<file path="src/rtl/matmul_out_writer.sv">
`default_nettype none
// ============================================================================
//  Module      : matmul_out_writer
//  Description : Output-side stage behind the matrix-multiply top level.
//                Finished BLOCK_SIZE x BLOCK_SIZE tiles, qualified by the
//                accumulator-done strobe, are captured into a small FIFO and
//                then written into the output BRAM (port A) at tile-ordered
//                addresses.  A done pulse marks the end of the frame.
//
//  Ports       : clk           - single clock, rising edge
//                rst_n         - synchronous active-low reset
//                start         - begins a frame (honoured only when idle)
//                transpose     - sampled with start; column-major tile layout
//                in_valid      - tile strobe from the multiply stage
//                in_data       - tile contents
//                wr_stall      - BRAM port A busy, blocks a write
//                ob_ena        - BRAM port A enable
//                ob_wea        - BRAM byte write enable (8'hFF on a write)
//                ob_addra      - BRAM write address
//                ob_dina       - BRAM write data
//                busy          - frame in progress (RUN or DRAIN)
//                done          - one-cycle frame-complete pulse
//                overflow      - sticky, a tile was dropped
//                tiles_written - tiles written this frame
//
//  Revision    : 1.0 - initial release
// ============================================================================
module matmul_out_writer #(
    parameter int WIDTH             = 16,
    parameter int BLOCK_SIZE        = 2,
    parameter int CHUNK_SIZE        = 4,
    parameter int I_OUTER_DIMENSION = 6,
    parameter int W_OUTER_DIMENSION = 6,
    parameter int ROW_SIZE_MAT_C    = I_OUTER_DIMENSION / BLOCK_SIZE,
    parameter int COL_SIZE_MAT_C    = W_OUTER_DIMENSION / BLOCK_SIZE,
    parameter int MAX_FLAG          = ROW_SIZE_MAT_C * COL_SIZE_MAT_C,
    parameter int FIFO_DEPTH        = 4,
    parameter int ADDR_WIDTH        = 12
) (
    input  logic                             clk,
    input  logic                             rst_n,
    input  logic                             start,
    input  logic                             transpose,
    input  logic                             in_valid,
    input  logic [WIDTH*CHUNK_SIZE-1:0]      in_data,
    input  logic                             wr_stall,
    output logic                             ob_ena,
    output logic [7:0]                       ob_wea,
    output logic [ADDR_WIDTH-1:0]            ob_addra,
    output logic [WIDTH*CHUNK_SIZE-1:0]      ob_dina,
    output logic                             busy,
    output logic                             done,
    output logic                             overflow,
    output logic [$clog2(MAX_FLAG+1)-1:0]    tiles_written
);

    localparam int DATA_W = WIDTH * CHUNK_SIZE;
    localparam int CNT_W  = $clog2(MAX_FLAG + 1);
    localparam int PTR_W  = $clog2(FIFO_DEPTH);

    typedef enum logic [1:0] {
        S_IDLE  = 2'd0,
        S_RUN   = 2'd1,
        S_DRAIN = 2'd2,
        S_DONE  = 2'd3
    } state_t;

    state_t                 state_q, state_d;

    logic [DATA_W-1:0]      fifo_mem_q [FIFO_DEPTH];
    logic [PTR_W-1:0]       wr_ptr_q, rd_ptr_q;
    logic [PTR_W:0]         count_q;

    logic [CNT_W-1:0]       acc_q;      // tiles accepted, including dropped ones
    logic [CNT_W-1:0]       wcol_q, wrow_q;
    logic [CNT_W-1:0]       tiles_q;
    logic                   transpose_q;
    logic                   overflow_q;

    logic                   ob_ena_q;
    logic [ADDR_WIDTH-1:0]  ob_addra_q;
    logic [DATA_W-1:0]      ob_dina_q;

    logic                   start_ok;
    logic                   active;
    logic                   fifo_empty, fifo_full;
    logic                   take, do_push, do_pop, drop, last_accept;
    logic [ADDR_WIDTH-1:0]  addr_norm, addr_trans, addr_next;

    assign start_ok    = (state_q == S_IDLE) && start;
    assign active      = (state_q == S_RUN) || (state_q == S_DRAIN);
    assign fifo_empty  = (count_q == '0);
    assign fifo_full   = (count_q == (PTR_W+1)'(FIFO_DEPTH));

    assign do_pop      = active && !fifo_empty && !wr_stall;
    assign take        = (state_q == S_RUN) && in_valid;
    // A pop in the same cycle frees a slot, so a full FIFO can still accept.
    assign do_push     = take && (!fifo_full || do_pop);
    assign drop        = take && fifo_full && !do_pop;
    assign last_accept = take && (acc_q == CNT_W'(MAX_FLAG - 1));

    assign addr_norm  = ADDR_WIDTH'(wrow_q) * ADDR_WIDTH'(COL_SIZE_MAT_C) + ADDR_WIDTH'(wcol_q);
    assign addr_trans = ADDR_WIDTH'(wcol_q) * ADDR_WIDTH'(ROW_SIZE_MAT_C) + ADDR_WIDTH'(wrow_q);
    assign addr_next  = transpose_q ? addr_trans : addr_norm;

    // Next-state logic
    always_comb begin
        state_d = state_q;
        unique case (state_q)
            S_IDLE:  if (start)       state_d = S_RUN;
            S_RUN:   if (last_accept) state_d = S_DRAIN;
            // The FIFO empties on the edge that issues the final write, so
            // DONE follows the cycle in which that write is visible.
            S_DRAIN: if (fifo_empty)  state_d = S_DONE;
            S_DONE:                   state_d = S_IDLE;
            default:                  state_d = S_IDLE;
        endcase
    end

    // Tile storage; contents need no reset since occupancy is tracked separately.
    always_ff @(posedge clk) begin
        if (do_push) begin
            fifo_mem_q[wr_ptr_q] <= in_data;
        end
    end

    always_ff @(posedge clk) begin
        if (!rst_n) begin
            state_q     <= S_IDLE;
            wr_ptr_q    <= '0;
            rd_ptr_q    <= '0;
            count_q     <= '0;
            acc_q       <= '0;
            wcol_q      <= '0;
            wrow_q      <= '0;
            tiles_q     <= '0;
            transpose_q <= 1'b0;
            overflow_q  <= 1'b0;
            ob_ena_q    <= 1'b0;
            ob_addra_q  <= '0;
            ob_dina_q   <= '0;
        end else begin
            state_q  <= state_d;
            ob_ena_q <= do_pop;

            if (do_pop) begin
                ob_addra_q <= addr_next;
                ob_dina_q  <= fifo_mem_q[rd_ptr_q];
            end

            if (start_ok) begin
                transpose_q <= transpose;
                wr_ptr_q    <= '0;
                rd_ptr_q    <= '0;
                count_q     <= '0;
                acc_q       <= '0;
                wcol_q      <= '0;
                wrow_q      <= '0;
                tiles_q     <= '0;
                overflow_q  <= 1'b0;
            end else begin
                if (do_push) begin
                    wr_ptr_q <= wr_ptr_q + PTR_W'(1);
                end
                if (do_pop) begin
                    rd_ptr_q <= rd_ptr_q + PTR_W'(1);
                end

                unique case ({do_push, do_pop})
                    2'b10:   count_q <= count_q + (PTR_W+1)'(1);
                    2'b01:   count_q <= count_q - (PTR_W+1)'(1);
                    default: count_q <= count_q;
                endcase

                if (take) begin
                    acc_q <= acc_q + CNT_W'(1);
                end
                if (drop) begin
                    overflow_q <= 1'b1;
                end

                if (do_pop) begin
                    tiles_q <= tiles_q + CNT_W'(1);
                    if (wcol_q == CNT_W'(COL_SIZE_MAT_C - 1)) begin
                        wcol_q <= '0;
                        wrow_q <= wrow_q + CNT_W'(1);
                    end else begin
                        wcol_q <= wcol_q + CNT_W'(1);
                    end
                end
            end
        end
    end

    assign ob_ena        = ob_ena_q;
    assign ob_wea        = ob_ena_q ? 8'hFF : 8'h00;
    assign ob_addra      = ob_addra_q;
    assign ob_dina       = ob_dina_q;
    assign busy          = active;
    assign done          = (state_q == S_DONE);
    assign overflow      = overflow_q;
    assign tiles_written = tiles_q;

endmodule
`default_nettype wire

</file>
<file path="config.mk">
export PLATFORM = sky130hd
export DESIGN_NAME = matmul_out_writer
export DESIGN_NICKNAME = d
export VERILOG_FILES = /design/src/rtl/matmul_out_writer.sv
export SDC_FILE = /design/constraint.sdc
export NUM_CORES = 1
export LEC_CHECK = 0
export BUFFER_PORTS_ARGS = -buffer_cell sky130_fd_sc_hd__buf_2
export CAP_MARGIN = 40
export CORE_ASPECT_RATIO = 2
export CORE_MARGIN = 2
export CORE_UTILIZATION = 41
export DETAILED_ROUTE_END_ITERATION = 10
export PLACE_DENSITY_LB_ADDON = 0.05
export SETUP_SLACK_MARGIN = 0.15
export SLEW_MARGIN = 15
export SYNTH_ARGS = -nofsm -noshare
export SYNTH_HDL_FRONTEND = slang
export SYNTH_SLANG_ARGS = --single-unit
</file>
<file path="constraint.sdc">
create_clock -name clk -period 7.6 [get_ports clk]
set_input_delay 0.38 -clock clk [delete_from_list [all_inputs] [get_ports clk]]
set_output_delay 0.38 -clock clk [all_outputs]
set_load 0.02 [all_outputs]
</file>
# [Yosys cells after proc, flatten, opt, wreduce, memory -nomap -nowiden]
# Memories as Yosys holds them, arrays and structs flattened. A register that Yosys moved wholly into a read port is not among the register bits.
# Cells that the tools add are included.
[word_totals] mem_bits_rw=256 regBits=40 memories=1 out_inout_bits=92
[memory_table] name="fifo_mem_q" depth=4 width=64 read_ports=1 rd_clocked_by_memory_dff=1 wr=1 line_no="70" rtl="logic [DATA_W-1:0] fifo_mem_q [FIFO_DEPTH];"
[op_classes] n_eq_ne=11 mux=10 mul=2 reduce_logical=21 bitwise=1 n_addsub=10
[ops] op="$add 4x1->4 const B" count=4
[ops] op="$add 6x4->7" count=2
[ops] op="$mul 4x2->6 const B" count=2
[ops] op="$logic_and 1x1->1" count=8
[ops] op="$mux 8" count=1
[ops] op="$pmux 2 s4" count=1
[ops] op="$mux 7" count=1
[ops] op="$eq 2x2->1 const B" count=3
[ops] op="$mux 2" count=3
[ops] op="$ne 2x2->1 const B" count=3
[ops] op="$pmux 3 s2" count=1
[ops] op="$logic_not 1->1" count=5
[ops] op="$add 2x1->2 const B" count=2
[ops] op="$eq 2x1->1 const B" count=2
[ops] op="$eq 4x2->1 const B" count=1
[ops] op="$eq 4x4->1 const B" count=1
[ops] op="$mux 4" count=1
[ops] op="$add 3x1->3 const B" count=1
[ops] op="$eq 3x3->1 const B" count=1
[ops] op="$logic_not 3->1" count=1
[ops] op="$reduce_and 3->1" count=1
[ops] op="$sub 3x1->3 const B" count=1
[ops] op="$logic_not 2->1" count=1
[ops] op="$logic_or 1x1->1" count=2
[ops] op="5 further kinds" count=6

# [Depth between registers and ports, before layout]
[depth] ltp_word=8 mapped_depth=10 mapped_depth_nobuf=10

# [Worst setup path before layout]
# OpenSTA, ideal clock, no wires.
[synth_path] path_type="reg-to-reg" start="reg state_q[0]" end="mem fifo_mem_q[0][0] (netlist name) (enable)" arrival_time_ps=3105 path_buffers=1 setup_time_ps=429 period_less_slack_ps=3534 path_slack_ps=4066 stages_incl_launch_ff=7 cell_sequence="dfxtp_1 > inv_1 > ha_1 > nand2b_1 > clkbuf_1 > a31oi_1 > and2_1"
[synth_between] elab_chain_cells=8 word_cells_on_any_way=10
[synth_lines] item="from (decl)" line_no="68" rtl="state_t state_q, state_d;"
[synth_lines] item="from (signal assigned)" line_no="143" rtl="state_q <= state_d;"
[synth_lines] item="$eq 2x1->1 or $eq 2x2->1 (tied branches)" line_no="91" rtl="assign active = (state_q == S_RUN) || (state_q == S_DRAIN);"
[synth_lines] item="$logic_or 1x1->1 (*)" line_no="91"
[synth_lines] item="net busy" line_no="51" rtl="output logic busy,"
[synth_lines] item="$logic_and 1x1->1 (*) (2 in series)" line_no="95" rtl="assign do_pop = active && !fifo_empty && !wr_stall;"
[synth_lines] item="$logic_or 1x1->1 (*)" line_no="98" rtl="assign do_push = take && (!fifo_full || do_pop);"
[synth_lines] item="$logic_and 1x1->1 (*)" line_no="98"
[synth_lines] item="$mux 1 (*)" line_no="122" rtl="if (do_push) begin"
[synth_lines] item="$mux 1 (implied by the code) (*)" line_no="123" rtl="fifo_mem_q[wr_ptr_q] <= in_data;"
[synth_lines] item="to (decl)" line_no="70"
# Mark *: on every way through the listed nets, which the timed path passes. The rest lies on a longest branch.

# [Final worst setup path]
[layout_path] start="reg state_q[0]" end="mem fifo_mem_q[3][17] (netlist name) (enable)"
[layout_between] elab_chain_cells=8 word_cells_on_any_way=10
[layout_lines] item="$eq 2x1->1 or $eq 2x2->1 (tied branches)" line_no="91, 96"
[layout_lines] item="$logic_or 1x1->1" line_no="91"
[layout_lines] item="$logic_and 1x1->1 (2 in series)" line_no="95"
[layout_lines] item="$logic_or 1x1->1" line_no="98"
[layout_lines] item="$logic_and 1x1->1 (*)" line_no="98"
[layout_lines] item="$mux 1 (*)" line_no="122"
[layout_lines] item="$mux 1 (implied by the code) (*)" line_no="123"
# Mark *: on every way between the ends. The rest lies on a longest branch, timed or not.

==> flow_summary.ini <==
[die]
die_h_um = 261.6
io_pins = 162
initial_core_util_pct = 41.46
rows = 94
core_sq_um = 32810
die-area_sq_um = 34740
die_width_um = 132.8

[timing]
fin_setup_tns_ns = 0
rsz0062_at_grt = no
min_period_ns = 3.279
setup_viol = 0
fmax_mhz = 305.0
worstMarginPinSlew_ns = 0.9087
clock_skew_ns = 0.01359
slew_headroom_pct = 38.95
hold_violations = 0
min_period_over_period_pct = 43.15
slew_violations = 0

[route]
via_count = 7462
postRouteWirelength_mm = 29.35
wl_per_cell_um = 19.84
drc = 0
vias_per_cell = 5.045
postRouteAntennaNets = 0
drtIter0Drc = 321
first_pass_iters = 4

[status]
outcome = complete, no violations

[critical_path]
critPathKind = reg -> reg
start_kind = register
endpoint_kind = register
cp_slowest_cell = a31oi_1
cp_max_fo = 41
ff2ff_path_depth = 6
required_ns = 7.80
max_stage_delay_ns = 0.68
crit_chain = inv_1 -> ha_1 -> nand2b_1 -> a31oi_1 -> and2_4 -> buf_4
worst-endpoint-arrival_ns = 3.48

[power_and_ir_drop]
vdd_drop_max_mv = 0.1884
leakage_nw = 5.520
p_total_w = 0.004095
power_density_nw_per_um2 = 257.4

[logic_synthesis]
synth_edf_count = 256
syn_area_per_cell_sq_um = 15.62
yosys.cell_count.top_type = edfxtp_1
synth_area_sq_um = 13600
yosys.area.top_type = edfxtp_1
ys_async_sr_fraction_pct = 0
synth_area_leaders = edfxtp_1 (57%), dfxtp_1 (14%), mux4_2 (11%)
synthCells = 871
yosys_warnings = 0
synth_ff_type = edfxtp_1
seq_area_frac_synth_pct = 70.93
ys_ff_latch = 354
synth_top_area_share_pct = 56.51
ys_types = 40
ys_top_cells_by_count = edfxtp_1 (256), nand2_1 (146), dfxtp_1 (98)

[finish]
regArea_sq_um = 9657
filler_cell_count = 2893
diodes = 0
multi_input_area_sq_um = 3620
fin_nets = 1129
drive_gt1_share_pct = 28.08
area_growth_pct = 16.96

[global_route]
grt.busiest_layer = met2
grt_overflow = 0
grt_pass1_vias = 7988
grt_max_degree = 58
gr-usage-met2_pct = 33.25
use_met1_pct = 18.83
grt_pass1_wl_mm = 45.06
use_met3_pct = 2.575
grtUsageTotal_pct = 16.98
antenna_found_initial = 3

[clock_tree]
ctsRootBufferMaster = clkbuf_16
ctsHoldBuffers = 0
clockBufferDepth = 3
path_clk_slew_ns = 0.07
cts_tree = done
postCtsResizedCells = 0
htreeDepth = 1
cts_setup_buffers = 0
cts_buffers = 31
clock_latency_ns = 0.57
cts.sinks = 354

[min_path]
hold_depth = 1
hold_path.class = in -> reg

[placed_design]
port_buffers = 155
place_hpwl_mm = 18.08
gp_congestion = 0.7348

[run]
cap_violations = 0
final timing paths:
| check | from | to | slack [ns] |
|---|---|---|---|
| worst max-delay path | state_q[0] | fifo_mem_q[3][17] | 4.32 |
| worst min-delay path | in_data[18] | fifo_mem_q[0][18] | 0.03 |
| worst max register to register | state_q[0] | fifo_mem_q[3][17] | 4.32 |
| worst min register to register | ob_dina[63] | ob_dina[63] | 0.45 |
critical path, delay by kind of cell, from the launching register on:
family          cells  cell delay (ns)
flops               1             0.39
buf+inv             2             0.71
compound gates      1             0.68
fa+ha+maj           1             0.33
simple gates        2             0.76
layer usage:
layer,wire (um),share of wire (%)
met5,41,0.14
met2,16400,56
met1,11230,38
met3,1058,3.6
met4,621,2.1
cell type report:
| cell class | instances | area share, % |
|---|---|---|
| flip-flops and latches | 354 | 60.70 |
| multi-input cells | 440 | 22.75 |
| repair buffers | 171 | 6.464 |
| clock buffers | 41 | 5.426 |
| well taps | 432 | 3.397 |
| clock inverters | 16 | 0.6763 |
| inverters | 25 | 0.5898 |
report_power, final:
part | leakage, nW | total, W | switching [W] | internal [W]
Sequential | 3.10 | 0.00220 | 0.0000361 | 0.00216
Combinational | 1.93 | 0.000377 | 0.000231 | 0.000146
Clock | 0.488 | 0.00152 | 0.000687 | 0.000830
metrics by stage:
step	area [sq um]	cells	util, %	hold slack, ns	setup slack [ns]
floorplan	13620	876	-	0.4664	4.066
global placement	14750	1415	44.96	0.4399	4.346
detailed placement	14940	1422	45.53	0.4431	4.281
CTS	15910	1479	48.49	0.002511	4.275
global route	15910	1479	48.49	0.01735	4.037
finish	15910	1479	48.49	0.02699	4.321
flip-flops by register name, indices dropped and copies added (netlist names):
| register | flops |
|---|---|
| fifo_mem_q | 256 |
| ob_addra | 6 |
| ob_ena | 1 |
| transpose_q | 1 |
| acc_q | 4 |
| wcol_q | 4 |
| rd_ptr_q | 2 |
| wr_ptr_q | 2 |
| tiles_written | 4 |
| count_q | 3 |
| ob_dina | 64 |
| overflow | 1 |
| wrow_q | 4 |
| state_q | 2 |
kinds of logic (layout without fill, tap and decap cells):
family / after synthesis / in the layout / share of synthesized area (%)
other: 1 / 6 / 0.02757
AOI/OAI and AO/OA: 97 / 97 / 3.863
xor gates and xnor gates: 13 / 13 / 0.8370
muxes: 71 / 71 / 11.13
DFF: 354 / 354 / 70.93
and+or+nand+nor: 217 / 217 / 6.623
adders and majority gates: 36 / 36 / 3.808
buffers and inverters: 82 / 253 / 2.778
cells in the final DEF (no fill, tap or decap), types with 2 or more instances in the layout:
master,count
clkbuf_1,5
nand3_1,8
dfxtp_1,96
mux4_2,64
xor2_1,5
nand4b_1,2
nor3_1,9
a21oi_1,80
and3b_1,2
xnor2_1,8
or3_1,3
mux2_2,2
a211oi_1,3
edfxtp_1,256
and2_4,4
nand4_1,3
a21boi_0,2
clkinv_1,4
o21ai_0,4
ha_1,27
nand2_1,145
inv_1,24
clkbuf_8,5
nor2b_1,4
buf_16,6
and2_1,2
fa_1,9
buf_4,9
conb_1,6
mux2i_1,5
clkbuf_16,31
dfxtp_4,2
nor2_1,31
clkinv_4,2
buf_2,155
clkinv_2,9
Power figures use the tool's default switching activity.
